===== config.mk =====
export PLATFORM = sky130hd
export DESIGN_NAME = fp32_accumulator
export DESIGN_NICKNAME = d
export VERILOG_FILES = /design/src/rtl/fp32_accumulator.sv
export SDC_FILE = /design/constraint.sdc
export NUM_CORES = 1
export LEC_CHECK = 0
export CORE_MARGIN = 5
export CORE_UTILIZATION = 50
export CTS_CLUSTER_DIAMETER = 60
export CTS_CLUSTER_SIZE = 30
export DETAILED_ROUTE_END_ITERATION = 10
export GPL_TIMING_DRIVEN = 0
export PLACE_DENSITY_LB_ADDON = 0.2
export RECOVER_POWER = 50
export SYNTH_ARGS = -nofsm -noshare
export SYNTH_HDL_FRONTEND = slang
export SYNTH_SLANG_ARGS = --single-unit

===== constraint.sdc =====
create_clock -name clk -period 5.21 [get_ports clk]
set_clock_uncertainty 0.05 [all_clocks]
set_input_delay 1.042 -clock clk [delete_from_list [all_inputs] [get_ports clk]]
set_output_delay 1.042 -clock clk [all_outputs]
set_load 0.02 [all_outputs]

===== src/rtl/fp32_accumulator.sv =====
// fp32_accumulator
// Sums N_TERMS IEEE-754 single-precision products into one result. It is meant
// to sit behind a pipelined multiplier in a 3x3 convolution datapath. Each
// product takes four cycles to go through: IDLE (accept), ALIGN, ADD and NORM.
// The final term adds one DONE cycle that publishes the sum. Denormals are
// flushed to zero and NaN/Inf inputs are clamped to the largest finite
// magnitude, so the block never emits NaN/Inf. Rounding is truncation.
//
// Ports
//   clk         rising-edge clock
//   rst         synchronous active-high reset
//   in_valid    product strobe from the multiplier
//   in_data     IEEE-754 single product
//   in_ready    high while a product can be accepted (IDLE only)
//   acc_valid   one-cycle pulse, the sum on acc_result is complete
//   acc_result  last completed sum, held until the next one completes
//   term_cnt    products absorbed into the current sum
module fp32_accumulator #(
    parameter int N_TERMS = 9,
    parameter int CNT_W   = 4
) (
    input  logic             clk,
    input  logic             rst,
    input  logic             in_valid,
    input  logic [31:0]      in_data,
    output logic             in_ready,
    output logic             acc_valid,
    output logic [31:0]      acc_result,
    output logic [CNT_W-1:0] term_cnt
);

    typedef enum logic [2:0] {
        IDLE  = 3'd0,
        ALIGN = 3'd1,
        ADD   = 3'd2,
        NORM  = 3'd3,
        DONE  = 3'd4
    } state_t;

    state_t state, next_state;

    logic             ready_en;
    logic [31:0]      acc;
    logic [31:0]      op_b;
    logic             sign_a_q, sign_b_q;
    logic [23:0]      sig_a_q, sig_b_q;
    logic [7:0]       exp_q;
    logic             sum_sign_q;
    logic [24:0]      sum_q;

    logic             accept;
    logic [CNT_W-1:0] cnt_next;
    logic             last_term;

    // Returns {exponent, 24-bit significand}. A zero exponent field means
    // zero (denormals flushed), and exponent 255 means the largest finite
    // magnitude.
    function automatic logic [31:0] unpack(input logic [31:0] f);
        logic [31:0] r;
        if (f[30:23] == 8'd0)
            r = 32'd0;
        else if (f[30:23] == 8'hFF)
            r = {8'd254, 24'hFFFFFF};
        else
            r = {f[30:23], 1'b1, f[22:0]};
        return r;
    endfunction

    assign accept    = in_valid && in_ready;
    assign cnt_next  = term_cnt + CNT_W'(1);
    assign last_term = (cnt_next == CNT_W'(N_TERMS));

    // State register.
    always_ff @(posedge clk) begin
        if (rst)
            state <= IDLE;
        else
            state <= next_state;
    end

    // Next-state logic. Any encoding outside the five states recovers to IDLE.
    always_comb begin
        next_state = IDLE;
        case (state)
            IDLE:    next_state = accept ? ALIGN : IDLE;
            ALIGN:   next_state = ADD;
            ADD:     next_state = NORM;
            NORM:    next_state = last_term ? DONE : IDLE;
            DONE:    next_state = IDLE;
            default: next_state = IDLE;
        endcase
    end

    // Outputs. ready_en keeps in_ready low through the reset cycle. It is set
    // on the first edge after rst is released.
    always_comb begin
        in_ready  = (state == IDLE) && ready_en;
        acc_valid = (state == DONE);
    end

    // Alignment: shift the significand with the smaller exponent right by
    // the exponent difference. Shifts of 25 or more leave nothing.
    logic [31:0] ua, ub;
    logic [7:0]  diff, exp_max;
    logic [23:0] al_a, al_b;
    always_comb begin
        ua      = unpack(acc);
        ub      = unpack(op_b);
        diff    = 8'd0;
        exp_max = 8'd0;
        al_a    = ua[23:0];
        al_b    = ub[23:0];
        if (ua[31:24] >= ub[31:24]) begin
            diff    = ua[31:24] - ub[31:24];
            exp_max = ua[31:24];
            al_b    = (diff >= 8'd25) ? 24'd0 : (ub[23:0] >> diff);
        end else begin
            diff    = ub[31:24] - ua[31:24];
            exp_max = ub[31:24];
            al_a    = (diff >= 8'd25) ? 24'd0 : (ua[23:0] >> diff);
        end
    end

    // Sign-magnitude add. A difference of equal magnitudes is +0.
    logic [24:0] sum_d;
    logic        sum_sign_d;
    always_comb begin
        sum_d      = 25'd0;
        sum_sign_d = 1'b0;
        if (sign_a_q == sign_b_q) begin
            sum_d      = {1'b0, sig_a_q} + {1'b0, sig_b_q};
            sum_sign_d = sign_a_q;
        end else if (sig_a_q > sig_b_q) begin
            sum_d      = {1'b0, sig_a_q} - {1'b0, sig_b_q};
            sum_sign_d = sign_a_q;
        end else if (sig_b_q > sig_a_q) begin
            sum_d      = {1'b0, sig_b_q} - {1'b0, sig_a_q};
            sum_sign_d = sign_b_q;
        end
    end

    // Normalisation. The leading one is brought to bit 23 with a right shift
    // on carry, or a left shift otherwise. The exponent is tracked signed so
    // that overflow (saturate) and underflow (flush to +0) can both be seen.
    logic [4:0]        lead, shift;
    logic signed [9:0] norm_exp;
    logic [22:0]       norm_man;
    logic [31:0]       norm_word;
    always_comb begin
        lead = 5'd0;
        for (int i = 0; i < 25; i++)
            if (sum_q[i]) lead = 5'(i);
        shift    = 5'd23 - lead;
        norm_exp = 10'sd0;
        norm_man = 23'd0;
        if (sum_q[24]) begin
            norm_man = sum_q[23:1];
            norm_exp = $signed({2'b00, exp_q}) + 10'sd1;
        end else begin
            norm_man = sum_q[22:0] << shift;
            norm_exp = $signed({2'b00, exp_q}) - $signed({5'd0, shift});
        end
        if (sum_q == 25'd0)
            norm_word = 32'd0;
        else if (norm_exp > 10'sd254)
            norm_word = {sum_sign_q, 31'h7F7FFFFF};
        else if (norm_exp < 10'sd1)
            norm_word = 32'd0;
        else
            norm_word = {sum_sign_q, norm_exp[7:0], norm_man};
    end

    // Datapath registers. The final sum is copied into acc_result when it is
    // written back. It is therefore already valid while acc_valid is high in
    // DONE, and it holds from then until the next sum completes.
    always_ff @(posedge clk) begin
        if (rst) begin
            ready_en   <= 1'b0;
            acc        <= 32'd0;
            op_b       <= 32'd0;
            sign_a_q   <= 1'b0;
            sign_b_q   <= 1'b0;
            sig_a_q    <= 24'd0;
            sig_b_q    <= 24'd0;
            exp_q      <= 8'd0;
            sum_sign_q <= 1'b0;
            sum_q      <= 25'd0;
            term_cnt   <= '0;
            acc_result <= 32'd0;
        end else begin
            ready_en <= 1'b1;
            case (state)
                IDLE: begin
                    if (accept)
                        op_b <= in_data;
                end
                ALIGN: begin
                    sign_a_q <= acc[31];
                    sign_b_q <= op_b[31];
                    sig_a_q  <= al_a;
                    sig_b_q  <= al_b;
                    exp_q    <= exp_max;
                end
                ADD: begin
                    sum_q      <= sum_d;
                    sum_sign_q <= sum_sign_d;
                end
                NORM: begin
                    acc      <= norm_word;
                    term_cnt <= cnt_next;
                    if (last_term)
                        acc_result <= norm_word;
                end
                DONE: begin
                    acc      <= 32'd0;
                    term_cnt <= '0;
                end
                default: ;
            endcase
        end
    end

endmodule


==> results of run 1 <==
## final timing paths
| check | to | slack (ns) | cells after the start |
|---|---|---|---|
| max reg2reg | sig_b_q[18]$_SDFFE_PP0P_ | 0.1 | 17 |
| min | acc_result[13]$_SDFFE_PP0P_ | 0.41 | 2 |
| max | sig_b_q[18]$_SDFFE_PP0P_ | 0.1 | 17 |
| min reg2reg | acc_result[13]$_SDFFE_PP0P_ | 0.41 | 2 |
## metrics by stage
step / util [%] / area [um^2] / hold WS [ns] / setup TNS, ns
4_1_cts: 56.3 / 18700 / 0.412 / 0
6_report: 56.6 / 18800 / 0.414 / 0
3_3_place_gp: 54.0 / 18000 / 0.406 / -40.23
5_1_grt: 56.6 / 18800 / 0.436 / -0.0675
3_5_place_dp: 54.0 / 18000 / 0.398 / -34.93
2_1_floorplan: - / 16700 / 0.381 / 0
## power groups by stage
stage	registers [mW]	clock network [mW]	logic, mW
floorplan	1.60	0	2.29
detailed placement	1.64	0	3.19
global placement	1.64	0	3.20
finish	1.63	1.49	3.43
global route	1.63	1.54	3.64
CTS	1.61	1.49	3.26
## cells in the mapped netlist (all sizes together), types with 24 or more instances
cell    number  share of area (%)
a211oi      66                3.0
a21oi      246                7.4
a31oi       44                1.6
buf         29               0.97
clkbuf     161                3.6
dfxtp      188                 23
ha          96                7.2
inv        116                2.6
mux2i       84                5.1
nand2      266                6.0
nand3       39                1.2
nand4       24               0.90
nor2       268                6.0
nor3        62                1.9
o211ai      26                1.2
o21ai      213                6.4
xnor2       25                1.3
## critical path, delay by kind of cell, from the launching register on
kind | cells | cell delay [ns]
buf+inv | 2 | 0.36
flops | 1 | 0.40
fa+ha+maj | 2 | 0.71
simple gates | 6 | 1.43
compound gates | 7 | 2.00
## final cells by class
| class | count | area, um^2 | area share (%) |
|---|---|---|---|
| clock buffers | 18 | 429 | 2.28 |
| plain buffers | 183 | 769 | 4.08 |
| well taps | 448 | 561 | 2.97 |
| multi-input cells | 1875 | 11900 | 63.2 |
| clock inverters | 12 | 209 | 1.11 |
| flip-flops and latches | 188 | 3770 | 20.0 |
| diodes | 1 | 2.50 | 0.0133 |
| inverters | 116 | 442 | 2.34 |
| repair buffers | 76 | 751 | 3.98 |
## routing by layer
| layer | part of all wire, % | wire length [um] | up-vias | GRT usage, % |
|---|---|---|---|---|
| met5 | 0 | 0 | - | 0 |
| met4 | 4.2 | 3010 | 0 | 13.8 |
| met3 | 11 | 7880 | 233 | 7.63 |
| met2 | 44 | 31600 | 1280 | 59.2 |
| met1 | 41 | 29500 | 9295 | 51.1 |
| li1 | - | - | 8782 | - |
## cells by family (layout without fill, tap and decap cells)
| kind of cell | Yosys count | after routing | share of synthesized area [%] |
|---|---|---|---|
| buf+inv | 306 | 405 | 7.19 |
| mux | 106 | 106 | 7.21 |
| other cells | 0 | 1 | 0 |
| compound gates | 849 | 849 | 32.4 |
| fa+ha+maj | 102 | 102 | 7.91 |
| flops | 188 | 188 | 22.5 |
| xor+xnor | 34 | 34 | 1.78 |
| simple gates | 784 | 784 | 20.9 |
## sequential cells by signal, summed over array words and instances, names as in the netlist, 3 cells and up
signal / cells
acc: 32
acc_result: 32
op_b: 32
sum_q: 25
sig_a_q: 24
sig_b_q: 24
exp_q: 8
term_cnt: 4
state: 3
## timing repair
| action | in CTS | in global routing |
|---|---|---|
| hold endpoints to repair | 0 | 0 |
| setup buffers | 2 | 2 |
| pin swaps | 2 | 5 |
| resized for setup | 33 | 40 |
| hold buffers | 0 | 0 |
| endpoints found under the setup margin | 93 | 89 |
==> flow_metrics.py, run 1 <==
metrics = {
    "route": {
        "drt-pass1-iter-count": 8,
        "drt_iter0_markers": 2343,
        "finalWirelength_um": 72000,
        "ant_nets": 0,
        "drc": 0,
        "wl_per_cell_um": 24.7,
        "avgViaCountPerCell": 6.72,
        "num_vias": 19590,
    },
    "yosys": {
        "synth.avg_cell_area_um2": 7.05,
        "synthFlopType": "dfxtp_1",
        "ys_seq_area_share_pct": 22.5,
        "synth_edf_count": 0,
        "synthCells": 2369,
        "syn_nets": 2506,
        "async_reset_ff_share_pct": 0,
        "yosys_warnings": 0,
        "ys_seq_elements": 188,
        "ys_types": 89,
        "synth_area_um2": 16700,
    },
    "sta": {
        "finalCriticalPeriod_ns": 5.11,
        "max-slew-margin-rel_pct": 22.3,
        "layout_setup_ws_ns": 0.0990,
        "finalCritPeriodShare_pct": 98.1,
        "drv_slew": 0,
        "hold_violations": 0,
        "max_slew.worst_pin.slew_ns": 1.16,
        "max_freq_mhz": 196,
        "setup_violations": 0,
    },
    "pwr": {
        "power.density_nw_per_um2": 347,
        "power_mw": 6.54,
        "internal-power_mw": 3.50,
        "p_seq_share_pct": 24.9,
        "switching_share_pct": 46.5,
        "p_leak_nw": 7.31,
        "p_switching_mw": 3.04,
        "peakVddDrop_uv": 256,
        "clockPowerShare_pct": 22.7,
        "pwr-share-comb_pct": 52.4,
    },
    "clock_tree": {
        "clockBufferDepth": 2,
        "htree_levels": 4,
        "root_buffer": "clkbuf_16",
        "clkTransAtPathRegs_ns": 0.07,
        "clk_latency_ns": 0.46,
        "cts_tree": "yes",
        "numCtsBuffers": 17,
        "cts_sinks": 188,
    },
    "setup_path": {
        "timing.critical_path.from": "op_b[27]$_SDFFE_PP0P_",
        "start_kind": "flop",
        "cp.arrival_ns": 5.36,
        "crit_chain": "nand4_1, or2_2, clkbuf_1, nand2_1, inv_1, ha_1, fa_1, nor2b_1, o21ai_1, a21oi_1, o31a_1, o311ai_1, or2_1, a311o_1, o32ai_1, nor2_1, a211oi_1",
        "crit_slowest_cell": "fa_1",
        "timing.rr.start": "op_b[27]$_SDFFE_PP0P_",
        "critical_path.max_fanout": 10,
        "path_class": "reg2reg",
        "worstPathRequired_ns": 5.46,
        "cp_slowest_stage_delay_ns": 0.50,
        "cp-end-kind": "flop",
    },
    "place": {
        "place_ws_ns": -0.844,
        "place_congestion": 1.09,
        "place_hpwl_um": 56700,
        "numPortBuffers": 72,
        "place_inst": 2889,
    },
    "global_routing": {
        "grt_max_degree": 17,
        "overflow": 0,
        "track_usage_pct": 37.7,
        "grt_antenna_before_repair": 1,
        "grt_pass1_wl_um": 108000,
        "grt_pass1_vias": 18184,
    },
    "outcome": {
        "status": "completed",
    },
    "floorplanning": {
        "start_util_pct": 50.2,
        "dieHeight_um": 193,
        "core_area_um2": 33300,
        "fp-row-count": 67,
        "dieArea_um2": 37200,
        "pin_count": 73,
        "die_w_um": 193,
    },
    "cells_and_area": {
        "finalNonFillerCells": 2917,
        "areaGrowthSynthToFinish_pct": 12.8,
        "final_cell_mix": "nand2_1 (264), nor2_1 (264), a21oi_1 (245)",
        "drive_above_1_share_pct": 6.12,
        "fillers": 3312,
        "nets": 2594,
    },
    "hold_path": {
        "worstHoldStart": "acc_result[13]$_SDFFE_PP0P_",
        "min_path_type": "reg2reg",
    },
    "job": {
        "cap_violations": 0,
    },
}
Note: power is estimated with default switching activity, not from simulation.
==> run 2: changes to the inputs <==
- CELL_PAD_IN_SITES_DETAIL_PLACEMENT: default -> 0
- CELL_PAD_IN_SITES_GLOBAL_PLACEMENT: default -> 1
- CORE_UTILIZATION: 50 -> 46
- GPL_TIMING_DRIVEN: 0 -> default
==> run 2 against run 1 <==
Compared with the run above:
- the flow now finishes with violations (capacitance limit, slew limit)
- final cell count decreased by 3.5%
- critical path type is now in2reg
- global-route usage decreased by 7.1 points
- largest cell class unchanged
- largest power group unchanged
- first-iteration DRC count decreased by 16%
- clock-buffer cell count increased by 2
- hold slack got worse by 0.0096 ns
- non-clock buffer count decreased by 117
- fmax increased by 5.0%
==> flow_metrics.py, run 2 (synthesis gave the netlist of run 1 again) <==
metrics = {
    "route": {
        "drt-pass1-iter-count": 6,
        "ant_nets": 0,
        "drc": 0,
        "drt_iter0_markers": 1974,
        "wl_per_cell_um": 22.8,
        "finalWirelength_um": 64200,
        "avgViaCountPerCell": 6.40,
        "num_vias": 17996,
    },
    "floorplanning": {
        "core_area_um2": 35700,
        "die_w_um": 201,
        "pin_count": 73,
        "dieHeight_um": 201,
        "fp-row-count": 69,
        "dieArea_um2": 40200,
        "start_util_pct": 46.7,
    },
    "cells_and_area": {
        "drive_above_1_share_pct": 6.67,
        "n_antenna_cell": 0,
        "mostFrequentLayoutCell": "nand2_1",
        "regArea_um2": 3760,
        "fin_util_pct": 51.4,
        "fillers": 3693,
        "largest_registers": "acc: 32 flops, acc_result: 32 flops, op_b: 32 flops",
        "areaGrowthSynthToFinish_pct": 10.0,
        "final_cell_mix": "nand2_1 (266), nor2_1 (265), a21oi_1 (246)",
        "nets": 2477,
        "postLayoutCellArea_um2": 18400,
        "finalNonFillerCells": 2814,
        "multi_input_area_um2": 11800,
    },
    "job": {
        "cap_violations": 1,
    },
    "clock_tree": {
        "cts_tree": "yes",
        "htree_levels": 4,
        "holdBufCountCts": 0,
        "cts_resized": 0,
        "root_buffer": "clkbuf_16",
        "post_cts_buffers": 0,
        "numCtsBuffers": 17,
        "cts_sinks": 188,
        "clockBufferDepth": 2,
        "clk_latency_ns": 0.45,
        "clkTransAtPathRegs_ns": 0.07,
    },
    "hold_path": {
        "min_to": "acc_result[31]$_SDFFE_PP0P_",
        "min_path_type": "reg2reg",
        "hold_depth": 2,
        "worstHoldStart": "acc_result[31]$_SDFFE_PP0P_",
    },
    "place": {
        "place_inst": 2782,
        "numPortBuffers": 72,
        "placed_area_um2": 17800,
        "place_hpwl_um": 49000,
        "place_congestion": 0.966,
    },
    "outcome": {
        "status": "complete, but fails checks",
        "violations": "capacitance limit, slew limit",
    },
    "sta": {
        "hold_violations": 0,
        "drv_slew": 59,
        "rsz0062_at_grt": "no",
        "setup_violations": 0,
        "max_freq_mhz": 206,
        "setup_tns_ns": 0,
        "max-slew-margin-rel_pct": -95.2,
        "finalCriticalPeriod_ns": 4.87,
        "max_slew.worst_pin.slew_ns": 2.93,
        "finalCritPeriodShare_pct": 93.4,
    },
    "pwr": {
        "internal-power_mw": 3.36,
        "clockPowerShare_pct": 21.4,
        "power_mw": 6.25,
        "p_seq_share_pct": 26.1,
        "p_leak_nw": 7.23,
        "power.density_nw_per_um2": 340,
        "peakVddDrop_uv": 238,
        "switching_share_pct": 46.2,
        "p_switching_mw": 2.89,
        "pwr-share-comb_pct": 52.5,
    },
    "global_routing": {
        "overflow": 0,
        "grt_pass1_vias": 16767,
        "track_usage_pct": 30.6,
        "grt_pass1_wl_um": 100000,
        "grt_antenna_before_repair": 0,
        "grt_max_degree": 75,
    },
    "setup_path": {
        "cp_slowest_stage_delay_ns": 2.02,
        "critPathTopFamily": "buffers and inverters",
        "cp.buffers_inverters": 3,
        "worstPathRequired_ns": 5.50,
        "worstRegToRegCells": 17,
        "timing.rr.start": "acc[24]$_SDFFE_PP0P_",
        "crit_chain": "clkbuf_1, inv_1, buf_4, nand2_1, a21oi_1, a32o_1",
        "path_class": "in2reg",
        "cp-end-kind": "flop",
        "critical_path.max_fanout": 58,
        "reg2reg_setup_slack_ns": 0.35,
        "start_kind": "input pin",
        "rr_endpoint": "sig_a_q[13]$_SDFFE_PP0P_",
        "crit_slowest_cell": "clkbuf_1",
        "cp.arrival_ns": 5.16,
    },
}
## run 2: cell types whose count changed in the layout (fill, tap and decap cells not counted), moves of 4 or more
cell	before	now
dfxtp_2	6	0
buf_4	7	66
bufinv_16	5	1
buf_2	15	0
clkbuf_1	147	4
o21ai_1	34	38
clkbuf_2	11	1
dfxtp_1	181	188
## run 2: layout make-up
| type | instances | share of cell area (%) |
|---|---|---|
| multi-input combinational | 1875 | 64.1 |
| sequential | 188 | 20.5 |
| timing repair buffer | 142 | 6.76 |
| tap | 461 | 3.14 |
| clock buffer | 20 | 2.49 |
| inverter | 116 | 2.37 |
| clock inverter | 12 | 0.688 |
## run 2: worst max-delay path by stage
| stage | cells after the start | to | slack (ns) | startpoint |
|---|---|---|---|---|
| after floorplan | 18 | acc_result[10]$_SDFFE_PP0P_ | 0.75 | sum_q[11]$_SDFFE_PP0N_ |
| after global placement | 15 | acc_result[17]$_SDFFE_PP0P_ | 0.38 | sum_q[11]$_SDFFE_PP0N_ |
| after detailed placement | 16 | acc_result[15]$_SDFFE_PP0P_ | 0.36 | sum_q[8]$_SDFFE_PP0N_ |
| after CTS | 19 | acc[18]$_SDFFE_PP0P_ | 0.35 | sum_q[8]$_SDFFE_PP0N_ |
| after global routing | 16 | acc_result[15]$_SDFFE_PP0P_ | 0.03 | sum_q[8]$_SDFFE_PP0N_ |
| final | 6 | sum_q[4]$_SDFFE_PP0N_ | 0.34 | rst |
## run 2: metrics by stage
step / setup slack, ns / hold slack [ns]
2_1_floorplan: 0.749 / 0.381
3_3_place_gp: 0.380 / 0.398
3_5_place_dp: 0.363 / 0.396
5_1_grt: 0.0333 / 0.430
6_report: 0.345 / 0.404
4_1_cts: 0.354 / 0.406
## run 2: metal layers
layer | vias up | share of wire [%] | GRT usage [%] | routed length [um]
met5 | - | 0 | 0 | 0
met4 | 0 | 2.5 | 8.53 | 1610
met3 | 103 | 6.8 | 4.62 | 4360
met2 | 739 | 45 | 48.0 | 28800
met1 | 8599 | 46 | 43.8 | 29400
li1 | 8555 | - | - | -
## run 2: power groups by stage
stage / logic, mW / registers (mW) / clock network (mW)
6_report: 3.28 / 1.63 / 1.34
3_3_place_gp: 3.20 / 1.65 / 0
3_5_place_dp: 3.19 / 1.66 / 0
5_1_grt: 3.54 / 1.64 / 1.42
2_1_floorplan: 2.29 / 1.60 / 0
4_1_cts: 3.20 / 1.62 / 1.36
## run 2: worst reg2reg max path: stages (launching register included)
cell and delay, ns:
dfxtp_1 0.55, nand4_1 0.19, or2_2 0.47, nand2_1 0.18, inv_1 0.07, ha_1 0.23, fa_1 0.50, nor2b_1 0.15
o21ai_1 0.11, a21o_1 0.23, a211oi_1 0.36, nand3_1 0.22, nor4_2 0.22, buf_4 0.23, nand2_1 0.30, a311oi_1 0.34
nor3_1 0.15, a211oi_1 0.22
